**config.mk**
```make
export PLATFORM = sky130hd
export DESIGN_NAME = pkt_cell_reader_flat
export DESIGN_NICKNAME = d
export VERILOG_FILES = /design/src/rtl/pkt_cell_reader.sv /design/src/rtl/pkt_cell_reader_if.sv /design/src/flat_wrapper.sv
export SDC_FILE = /design/constraint.sdc
export NUM_CORES = 1
export LEC_CHECK = 0
export CORE_UTILIZATION = 51
export CTS_CLUSTER_DIAMETER = 40
export DETAILED_ROUTE_END_ITERATION = 8
export PLACE_DENSITY = 0.84
export SLEW_MARGIN = 20
export SYNTH_ARGS = -nofsm -noshare
export SYNTH_HDL_FRONTEND = slang
export SYNTH_SLANG_ARGS = --single-unit
```
**constraint.sdc**
```tcl
create_clock -name clk -period 3.2 [get_ports clk]
set_clock_uncertainty 0.05 [all_clocks]
set_input_delay 0.64 -clock clk [delete_from_list [all_inputs] [get_ports clk]]
set_output_delay 0.64 -clock clk [all_outputs]
set_load 0.01 [all_outputs]
```
**src/rtl/pkt_cell_reader.sv**
```systemverilog
// Egress cell-chain reader: walks linked cells from block memory,
// streams payload bytes and returns consumed cells to the free list.
package mem_pkg;
  localparam int MEM_BLOCK_BYTES = 64;
  localparam int MEM_NUM_BLOCKS  = 4096;
  localparam int MEM_ADDR_W      = $clog2(MEM_NUM_BLOCKS);

  typedef struct packed {
    logic [MEM_ADDR_W-1:0] next_idx;
    logic                  eop;
    logic [2:0]            rsvd;
  } footer_t;

  localparam int MEM_FOOTER_BYTES = $bits(footer_t) / 8;
endpackage

module pkt_cell_reader
  import mem_pkg::*;
#(
  parameter int BLOCK_BYTES  = MEM_BLOCK_BYTES,
  parameter int NUM_BLOCKS   = MEM_NUM_BLOCKS,
  parameter int FOOTER_BYTES = MEM_FOOTER_BYTES,
  parameter int LEN_W        = 16
) (
  input  logic clk,
  input  logic rst_n,
  pkt_cell_reader_if.master bus
);

  localparam int ADDR_W        = $clog2(NUM_BLOCKS);
  localparam int PAYLOAD_BYTES = BLOCK_BYTES - FOOTER_BYTES;
  localparam int IDX_W         = $clog2(PAYLOAD_BYTES);
  localparam int FTR_W         = $bits(footer_t);

  typedef enum logic [2:0] {
    IDLE,
    FETCH,
    LOAD,
    STREAM,
    FREE
  } state_t;

  state_t            state;
  logic [ADDR_W-1:0] cur_idx;
  logic [ADDR_W-1:0] next_idx;
  logic [LEN_W-1:0]  remaining;
  logic [IDX_W-1:0]  cell_cnt;
  logic [IDX_W-1:0]  byte_idx;
  logic              last_cell;
  logic [7:0]        cell_buf [PAYLOAD_BYTES];

  logic              rd_en_q;
  logic [ADDR_W-1:0] rd_addr_q;
  logic              out_valid_q;
  logic [7:0]        out_data_q;
  logic              out_last_q;
  logic              free_valid_q;
  logic [ADDR_W-1:0] free_idx_q;
  logic              err_q;

  footer_t           ftr;
  logic              fits;
  logic [IDX_W-1:0]  ld_cnt;
  logic              ld_last;
  logic [IDX_W-1:0]  nxt_b;
  logic              cell_end;
  logic              nxt_is_last;

  assign ftr = footer_t'(bus.mem_rd_data[BLOCK_BYTES*8-1 -: FTR_W]);

  // A cell is the last one either because the length runs out here
  // or because the chain says so; disagreement between them is an error.
  assign fits    = remaining <= LEN_W'(PAYLOAD_BYTES);
  assign ld_cnt  = fits ? remaining[IDX_W-1:0]
                        : IDX_W'(PAYLOAD_BYTES);
  assign ld_last = fits | ftr.eop;

  assign nxt_b       = byte_idx + IDX_W'(1);
  assign cell_end    = byte_idx == cell_cnt - IDX_W'(1);
  assign nxt_is_last = last_cell
                     & (nxt_b == cell_cnt - IDX_W'(1));

  assign bus.desc_ready  = state == IDLE;
  assign bus.mem_rd_en   = rd_en_q;
  assign bus.mem_rd_addr = rd_addr_q;
  assign bus.out_valid   = out_valid_q;
  assign bus.out_data    = out_data_q;
  assign bus.out_last    = out_last_q;
  assign bus.free_valid  = free_valid_q;
  assign bus.free_idx    = free_idx_q;
  assign bus.err         = err_q;

  always_ff @(posedge clk or negedge rst_n) begin
    if (!rst_n) begin
      state        <= IDLE;
      cur_idx      <= '0;
      next_idx     <= '0;
      remaining    <= '0;
      cell_cnt     <= '0;
      byte_idx     <= '0;
      last_cell    <= 1'b0;
      rd_en_q      <= 1'b0;
      rd_addr_q    <= '0;
      out_valid_q  <= 1'b0;
      out_data_q   <= '0;
      out_last_q   <= 1'b0;
      free_valid_q <= 1'b0;
      free_idx_q   <= '0;
      err_q        <= 1'b0;
      for (int i = 0; i < PAYLOAD_BYTES; i++)
        cell_buf[i] <= '0;
    end else begin
      rd_en_q <= 1'b0;
      err_q   <= 1'b0;
      unique case (state)
        IDLE: begin
          if (bus.desc_valid) begin
            if (bus.desc_len == '0) begin
              err_q <= 1'b1;
            end else begin
              cur_idx   <= bus.desc_head;
              remaining <= bus.desc_len;
              rd_en_q   <= 1'b1;
              rd_addr_q <= bus.desc_head;
              state     <= FETCH;
            end
          end
        end
        FETCH: begin
          state <= LOAD;
        end
        LOAD: begin
          for (int i = 0; i < PAYLOAD_BYTES; i++)
            cell_buf[i] <= bus.mem_rd_data[8*i +: 8];
          next_idx    <= ftr.next_idx;
          cell_cnt    <= ld_cnt;
          byte_idx    <= '0;
          last_cell   <= ld_last;
          err_q       <= fits ^ ftr.eop;
          out_valid_q <= 1'b1;
          out_data_q  <= bus.mem_rd_data[7:0];
          out_last_q  <= ld_last & (ld_cnt == IDX_W'(1));
          state       <= STREAM;
        end
        STREAM: begin
          if (bus.out_ready) begin
            remaining <= remaining - LEN_W'(1);
            if (cell_end) begin
              out_valid_q  <= 1'b0;
              out_last_q   <= 1'b0;
              free_valid_q <= 1'b1;
              free_idx_q   <= cur_idx;
              state        <= FREE;
            end else begin
              byte_idx   <= nxt_b;
              out_data_q <= cell_buf[nxt_b];
              out_last_q <= nxt_is_last;
            end
          end
        end
        FREE: begin
          if (bus.free_ready) begin
            free_valid_q <= 1'b0;
            if (last_cell) begin
              state <= IDLE;
            end else begin
              cur_idx   <= next_idx;
              rd_en_q   <= 1'b1;
              rd_addr_q <= next_idx;
              state     <= FETCH;
            end
          end
        end
        default: state <= IDLE;
      endcase
    end
  end

endmodule

```
**src/rtl/pkt_cell_reader_if.sv**
```systemverilog
// Handshake bundle for the cell-chain reader: descriptor in,
// block-memory read port, byte stream out and free-list return.
interface pkt_cell_reader_if #(
  parameter int BLOCK_BYTES = 64,
  parameter int ADDR_W      = 12,
  parameter int LEN_W       = 16
);
  logic                     desc_valid;
  logic                     desc_ready;
  logic [ADDR_W-1:0]        desc_head;
  logic [LEN_W-1:0]         desc_len;

  logic                     mem_rd_en;
  logic [ADDR_W-1:0]        mem_rd_addr;
  logic [BLOCK_BYTES*8-1:0] mem_rd_data;

  logic                     out_valid;
  logic                     out_ready;
  logic [7:0]               out_data;
  logic                     out_last;

  logic                     free_valid;
  logic                     free_ready;
  logic [ADDR_W-1:0]        free_idx;

  logic                     err;

  modport master (
    input  desc_valid,
    input  desc_head,
    input  desc_len,
    output desc_ready,
    output mem_rd_en,
    output mem_rd_addr,
    input  mem_rd_data,
    output out_valid,
    input  out_ready,
    output out_data,
    output out_last,
    output free_valid,
    input  free_ready,
    output free_idx,
    output err
  );

  modport slave (
    output desc_valid,
    output desc_head,
    output desc_len,
    input  desc_ready,
    input  mem_rd_en,
    input  mem_rd_addr,
    output mem_rd_data,
    input  out_valid,
    output out_ready,
    input  out_data,
    input  out_last,
    input  free_valid,
    output free_ready,
    input  free_idx,
    input  err
  );
endinterface

```
**src/flat_wrapper.sv**
```systemverilog
// flat-port wrapper written by rule: the top's interface ports become plain ports
module pkt_cell_reader_flat import mem_pkg::*;
#(
  parameter int BLOCK_BYTES  = MEM_BLOCK_BYTES,
  parameter int NUM_BLOCKS   = MEM_NUM_BLOCKS,
  parameter int FOOTER_BYTES = MEM_FOOTER_BYTES,
  parameter int LEN_W        = 16
)
  (clk, rst_n, bus_desc_valid, bus_desc_head, bus_desc_len, bus_desc_ready, bus_mem_rd_en, bus_mem_rd_addr, bus_mem_rd_data, bus_out_valid, bus_out_ready, bus_out_data, bus_out_last, bus_free_valid, bus_free_ready, bus_free_idx, bus_err);
  pkt_cell_reader_if #(.BLOCK_BYTES(BLOCK_BYTES), .ADDR_W((12)), .LEN_W(LEN_W)) bus_i ();
  input  logic clk;
  input  logic rst_n;
  input wire logic [$bits(bus_i.desc_valid)-1:0] bus_desc_valid;
  input wire logic [$bits(bus_i.desc_head)-1:0] bus_desc_head;
  input wire logic [$bits(bus_i.desc_len)-1:0] bus_desc_len;
  output wire logic [$bits(bus_i.desc_ready)-1:0] bus_desc_ready;
  output wire logic [$bits(bus_i.mem_rd_en)-1:0] bus_mem_rd_en;
  output wire logic [$bits(bus_i.mem_rd_addr)-1:0] bus_mem_rd_addr;
  input wire logic [$bits(bus_i.mem_rd_data)-1:0] bus_mem_rd_data;
  output wire logic [$bits(bus_i.out_valid)-1:0] bus_out_valid;
  input wire logic [$bits(bus_i.out_ready)-1:0] bus_out_ready;
  output wire logic [$bits(bus_i.out_data)-1:0] bus_out_data;
  output wire logic [$bits(bus_i.out_last)-1:0] bus_out_last;
  output wire logic [$bits(bus_i.free_valid)-1:0] bus_free_valid;
  input wire logic [$bits(bus_i.free_ready)-1:0] bus_free_ready;
  output wire logic [$bits(bus_i.free_idx)-1:0] bus_free_idx;
  output wire logic [$bits(bus_i.err)-1:0] bus_err;
  assign bus_i.desc_valid = bus_desc_valid;
  assign bus_i.desc_head = bus_desc_head;
  assign bus_i.desc_len = bus_desc_len;
  assign bus_desc_ready = bus_i.desc_ready;
  assign bus_mem_rd_en = bus_i.mem_rd_en;
  assign bus_mem_rd_addr = bus_i.mem_rd_addr;
  assign bus_i.mem_rd_data = bus_mem_rd_data;
  assign bus_out_valid = bus_i.out_valid;
  assign bus_i.out_ready = bus_out_ready;
  assign bus_out_data = bus_i.out_data;
  assign bus_out_last = bus_i.out_last;
  assign bus_free_valid = bus_i.free_valid;
  assign bus_i.free_ready = bus_free_ready;
  assign bus_free_idx = bus_i.free_idx;
  assign bus_err = bus_i.err;
  pkt_cell_reader #(.BLOCK_BYTES(BLOCK_BYTES), .NUM_BLOCKS(NUM_BLOCKS), .FOOTER_BYTES(FOOTER_BYTES), .LEN_W(LEN_W)) u_core (.clk(clk), .rst_n(rst_n), .bus(bus_i));
endmodule
```
# Yosys cells after proc, flatten, opt, wreduce, memory -nomap -nowiden
# Cells that the tools add are included.
[classes]
n_lt_le_gt_ge = 2
muxes = 44
n_reduce_logical = 14
n_bitwise = 5
n_eq_ne = 14
add_sub_neg = 3
[ops]
columns = ["cell", "n"]
rows = [
  ["$bmux W8 S6", 1],
  ["$mux W12", 4],
  ["$mux W16", 3],
  ["$mux W8", 4],
  ["$pmux W16 S2", 1],
  ["$pmux W12 S2", 1],
  ["$mux W6", 3],
  ["$le A16 B6 Y1 const B", 1],
  ["$logic_not A16 Y1", 1],
  ["$pmux W8 S2", 1],
  ["$sub A16 B1 Y16 const B", 1],
  ["$mux W3", 5],
  ["$pmux W3 S5", 1],
  ["$mux W1", 14],
  ["$eq A6 B6 Y1", 2],
  ["$ne A2 B2 Y1 const B", 6],
  ["$pmux W6 S2", 1],
  ["$pmux W1 S2", 5],
  ["$reduce_and A5 Y1", 2],
  ["$reduce_and A3 Y1", 3],
  ["$reduce_and A4 Y1", 2],
  ["$reduce_bool A2 Y1", 4],
  ["$ge A7 B7 Y1 const B", 1],
  ["$not A6 Y7", 1],
  ["12 further kinds", 14],
]
[totals]
out_inout_bits = 38
elab_cells = 158
input_bits = 545
ff_bits = 577

# Depth between registers and ports, before layout
# Gate-level depths: netlist (run 1).
[logic_depth]
ltp_word = 8
ltp_mapped = 12
ltp_nobuf = 10

# Worst setup path before layout (run 1)
# No wires, ideal clock.
[synth_timing]
path_type = "reg-to-reg"
from = "reg u_core.byte_idx[1]"
to = "reg u_core.out_data_q[6], in the netlist u_core.bus.out_data[6]"
t_required_ns = 3.015
setup_ns = 0.135
synth_period_minus_slack_ns = 2.530
n_path_buf = 2
slack_ns = 0.670
path_stages_with_launch = 8
arrival_time_ns = 2.345
path_cell_list = "dfrtp_1 ha_1 buf_2 clkbuf_1 mux4_2 mux4_2 a32oi_1 a31oi_1"
[synth_via]
elab_chain_len = 8
word_cells_on_any_way = 11
classes_between = "add/sub: 1; eq/ne: 2; mux: 6; bitwise: 1; reduce/logical: 1"
[synth_rtl]
columns = ["element", "line", "rtl"]
rows = [
  ["start: declaration", "pkt_cell_reader.sv:48", "logic [IDX_W-1:0] byte_idx;"],
  ["start signal: assignment", "pkt_cell_reader.sv:155", "byte_idx <= nxt_b;"],
  ["$add A6 B1 Y6", "pkt_cell_reader.sv:78", "assign nxt_b = byte_idx + IDX_W'(1);"],
  ["$not A6 Y7 (not written as such)", "pkt_cell_reader.sv:156", "out_data_q <= cell_buf[nxt_b];"],
  ["$bmux W8 S6", "pkt_cell_reader.sv:156", ""],
  ["$mux W8 (not written as such) (2 in a row)", "pkt_cell_reader.sv:156", ""],
  ["$mux W8", "pkt_cell_reader.sv:148", "if (cell_end) begin"],
  ["$mux W8", "pkt_cell_reader.sv:146", "if (bus.out_ready) begin"],
  ["$pmux W8 S2", "pkt_cell_reader.sv:115", "unique case (state)"],
  ["end signal: assignment", "pkt_cell_reader.sv:141", "out_data_q <= bus.mem_rd_data[7:0];"],
  ["end signal: assignment", "pkt_cell_reader.sv:156", ""],
  ["end: declaration", "pkt_cell_reader.sv:55", "logic [7:0] out_data_q;"],
]
# Several ways; a longest one is shown, not always the timed one. The select of a mux whose other input is x is not followed.
# A chain may end at the register's enable or synchronous reset.

# Final worst setup path (run 1)
[layout_timing]
from = "reg u_core.byte_idx[2]"
to = "reg u_core.out_data_q[6], in the netlist u_core.bus.out_data[6]"
# Same word-level chain as after synthesis.

==> results of run 1 <==
## cells in the mapped netlist (12+ instances only)
cell type / instances
sky130_fd_sc_hd__nand3_1: 26
sky130_fd_sc_hd__a21oi_1: 23
sky130_fd_sc_hd__inv_1: 20
sky130_fd_sc_hd__mux2i_1: 35
sky130_fd_sc_hd__nand2_1: 1648
sky130_fd_sc_hd__clkbuf_1: 124
sky130_fd_sc_hd__o22ai_1: 12
sky130_fd_sc_hd__buf_2: 34
sky130_fd_sc_hd__dfrtp_1: 577
sky130_fd_sc_hd__nor3_1: 19
sky130_fd_sc_hd__xnor2_1: 18
sky130_fd_sc_hd__nor2_1: 29
sky130_fd_sc_hd__mux4_2: 123
sky130_fd_sc_hd__o21ai_0: 58
## state kept, by name, summed over array words and instances (netlist names), 3 cells and up
register,cells
u_core.cell_buf,496
u_core.remaining,16
u_core.bus.free_idx,12
u_core.bus.mem_rd_addr,12
u_core.next_idx,12
u_core.bus.out_data,8
u_core.byte_idx,6
u_core.cell_cnt,6
u_core.state,3
## through the flow
stage / utilization (%) / cells / hold WS [ns] / instance area (sq um) / setup WS, ns
floorplan: - / 2908 / 0.294 / 26900 / 0.670
finish: 70.6 / 4229 / 0.419 / 36500 / 0.288
global route: 70.5 / 4227 / 0.433 / 36500 / 0.0899
detailed placement: 65.2 / 4066 / 0.407 / 33700 / 0.359
global placement: 65.2 / 4066 / 0.402 / 33700 / 0.419
CTS: 70.5 / 4217 / 0.421 / 36500 / 0.339
## logic make-up (layout without fill, tap and decap cells)
kind of cell	count (synthesis)	in the layout
flip-flops	577	577
XOR/XNOR	26	26
AND/OR/NAND/NOR	1769	1769
AO/OA/AOI/OAI	160	160
other	0	12
adder cells (fa/ha/maj)	5	5
multiplexers	171	171
buffers and inverters	200	829
## power groups by stage
stage | Clock, uW | Sequential (uW) | Combinational, uW
5_1_grt | 9370 | 13800 | 21600
3_5_place_dp | 0 | 13400 | 19500
2_1_floorplan | 0 | 12600 | 13300
3_3_place_gp | 0 | 13200 | 19000
6_report | 8980 | 13500 | 19800
4_1_cts | 9050 | 13400 | 19800
## area by class of cell
class,count,area (sq um)
clock inverters,53,543
diodes,12,30.0
flip-flops and latches,577,14400
repair buffers,659,6780
clock buffers,97,2170
fillers,3654,15200
well taps,680,851
multi-input cells,2131,11600
inverters,20,75.1
## per-layer routing
| metal | share of wire (%) | wire length [um] | track usage (%) |
|---|---|---|---|
| met5 | 0.048 | 43 | 0 |
| met3 | 8.8 | 7830 | 8.97 |
| met4 | 5.1 | 4530 | 17.2 |
| met1 | 38 | 33600 | 42.1 |
| met2 | 48 | 42900 | 53.2 |
## how the worst max path moves through the flow
stage,to,cells after the start
6_report,u_core.bus.out_data[6],7
5_1_grt,u_core.bus.out_last,10
4_1_cts,u_core.bus.out_data[6],7
3_5_place_dp,u_core.bus.out_data[6],7
3_3_place_gp,u_core.remaining[13],6
2_1_floorplan,u_core.bus.out_data[6],7
## worst min-delay path: stages (launching register included)
cell	delay [ns]
sky130_fd_sc_hd__dfrtp_1	0.33
sky130_fd_sc_hd__nand2_1	0.05
sky130_fd_sc_hd__nand2_1	0.05
## repair_timing
| item | 4_1_cts | 5_1_grt |
|---|---|---|
| buffers inserted | 0 | 0 |
| hold buffers | 1 | 0 |
| endpoints found under the hold margin | 27 | 0 |
| endpoints found under the setup margin | 0 | 0 |
==> impl_metrics.toml, run 1 <==
[finish]
mostFrequentLayoutCell = "sky130_fd_sc_hd__nand2_1"
drive_above_1_share_pct = 10.8
nNetsFinal = 4021
layout.cells.most_common_list = "sky130_fd_sc_hd__nand2_1 (1647), sky130_fd_sc_hd__clkdlybuf4s50_1 (578), sky130_fd_sc_hd__dfrtp_1 (576), sky130_fd_sc_hd__mux4_2 (123), sky130_fd_sc_hd__clkbuf_16 (83)"
flow.area_growth_from_synthesis_pct = 35.8

[power]
cellPowerDensity_mw_per_mm2 = 1160
design_power_total_uw = 42200
net-switching-power_uw = 17300
worst_case_vdd_ir_drop_uv = 595
p_leak_uw = 0.0173
power_frac_seq_pct = 31.9
internal-power_uw = 24900
switching_share_pct = 40.9
clock_power_share_pct = 21.3
combPwrFrac_pct = 46.8

[synth]
ys_seq_elements = 577
synth_compound_gate_area_share_pct = 3.83
synth.yosys.seq_area_share_pct = 53.7
synth_largest_type_area_fraction_pct = 53.7
cell_variety_after_synth = 68
post_synth.cell_area_avg_sq_um = 9.24
yosys_warnings = 0
synthSimpleGateAreaFrac_pct = 25.6
synth_enable_flop_cells = 0
postSynthNetCount = 3458
synth_flop_cell = "sky130_fd_sc_hd__dfrtp_1"
asr_flop_ratio_synth_pct = 100
synth.cell_area_sq_mm = 0.0269
postSynthCellCount = 2908
parity_gate_share_of_the_synthesized_area_counting_xor_and_xnor_cells_pct = 1.02
adder_and_majority_cell_fraction_of_the_synthesized_area_pct = 0.233
synth.mux.area_fraction_pct = 12.3
synth_top_family_by_area = "simple AND/OR/NAND/NOR gates"
synth_area_leader_cell = "sky130_fd_sc_hd__dfrtp_1"
netlist_top_cells_area = "sky130_fd_sc_hd__dfrtp_1 (54%), sky130_fd_sc_hd__nand2_1 (23%), sky130_fd_sc_hd__mux4_2 (10%), sky130_fd_sc_hd__clkbuf_1 (1.7%), sky130_fd_sc_hd__mux2i_1 (1.3%)"

[sta]
fin_tns_setup_ns = 0
maxClockFrequency_ghz = 0.343
setup_viol_count_final = 0
layout_min_cycle_time_ns = 2.91
tightestPinTransition_ns = 0.916
min_period_over_period_pct = 91.0
finalHoldViolations = 0
slew-limit-headroom_pct = 38.9
maxSlewViolCount = 0
rsz0062_at_grt = "false"

[detailed_routing]
drc = 0
wl_per_cell_um = 21.0
via_count = 23700
drt_wl_total_um = 88800
route.detailed.vias_per_inst = 5.60
final_antenna_net_count = 0
drtIter0Drc = 2437
drt_pass1_iterations = 5

[setup_path]
worst_setup_path_start_kind = "flop"
reg2reg_slack_ns = 0.29
worst_r2r_path_depth = 7
worst_setup_path_end_kind = "flop"
timing_worst_setup_path_type = "flop to flop"
stage_delay_of_the_slowest_cell_on_the_critical_path_ns = 0.73
crit_start = "u_core.byte_idx[2]"
timing.critical_path.fanout_max = 12
critPathSlowestCell = "sky130_fd_sc_hd__dfrtp_1"
capture_instance_of_the_worst_register_to_register_path = "u_core.bus.out_data[6]"
critPathTopFamily = "simple AND/OR/NAND/NOR gates"
critical_path_arrival_ns = 3.33
rr_startpoint = "u_core.byte_idx[2]"
critical_path.cell_chain = "and3_4 > nand3_4 > xnor2_4 > mux4_2 > nor3_1 > or3_1 > a31oi_1"
worst_ep_required_time_ns = 3.62
crit_buf_inv = 0

[min_path]
hold_path.startpoint = "u_core.cell_buf[50]"
worst_hold_path.endpoint = "u_core.cell_buf[50]"
class_of_the_most_critical_hold_timing_path = "flop to flop"
hold_path_depth = 2

[floorplanning]
core.rowCount = 83
fp.dieH_um = 232
num_io_pins = 583
core-area_sq_mm = 0.0517
design.die.area_sq_mm = 0.0536
initial_utilization_pct = 52.0
chipWidth_um = 232

[cts]
cts_max_level = 3
insertion_delay_ns = 0.63
tritoncts = "done"
cts.path.max_buffers = 3
cts_resized = 0
clk_transition_reported_paths_ns = 0.05
clock_root_buffer = "sky130_fd_sc_hd__clkbuf_16"
number_of_buffers_created_by_cts = 82
clock_sinks = 577

[place]
gp_routability_congestion = 0.906
io_buffers = 579
dp.final_hpwl_um = 62600

[grt]
grt.overflow.total = 0
grt_usage_pct = 33.4
grt_pass1_wl_um = 135000
number_of_global_route_vias_before_repair = 23800
antenna_violations_before_repair = 14
grt_max_degree = 94

[run]
number_of_maximum_capacitance_violations = 0

[run_status]
outcome = "finished clean"
(Power assumes the default switching activity.)
==> inputs of run 2 (changes only) <==
- TNS_END_PERCENT: not set -> 20
==> results of run 2 <==
Same layout as run 1: the final DEF is identical, and so are final timing and power.
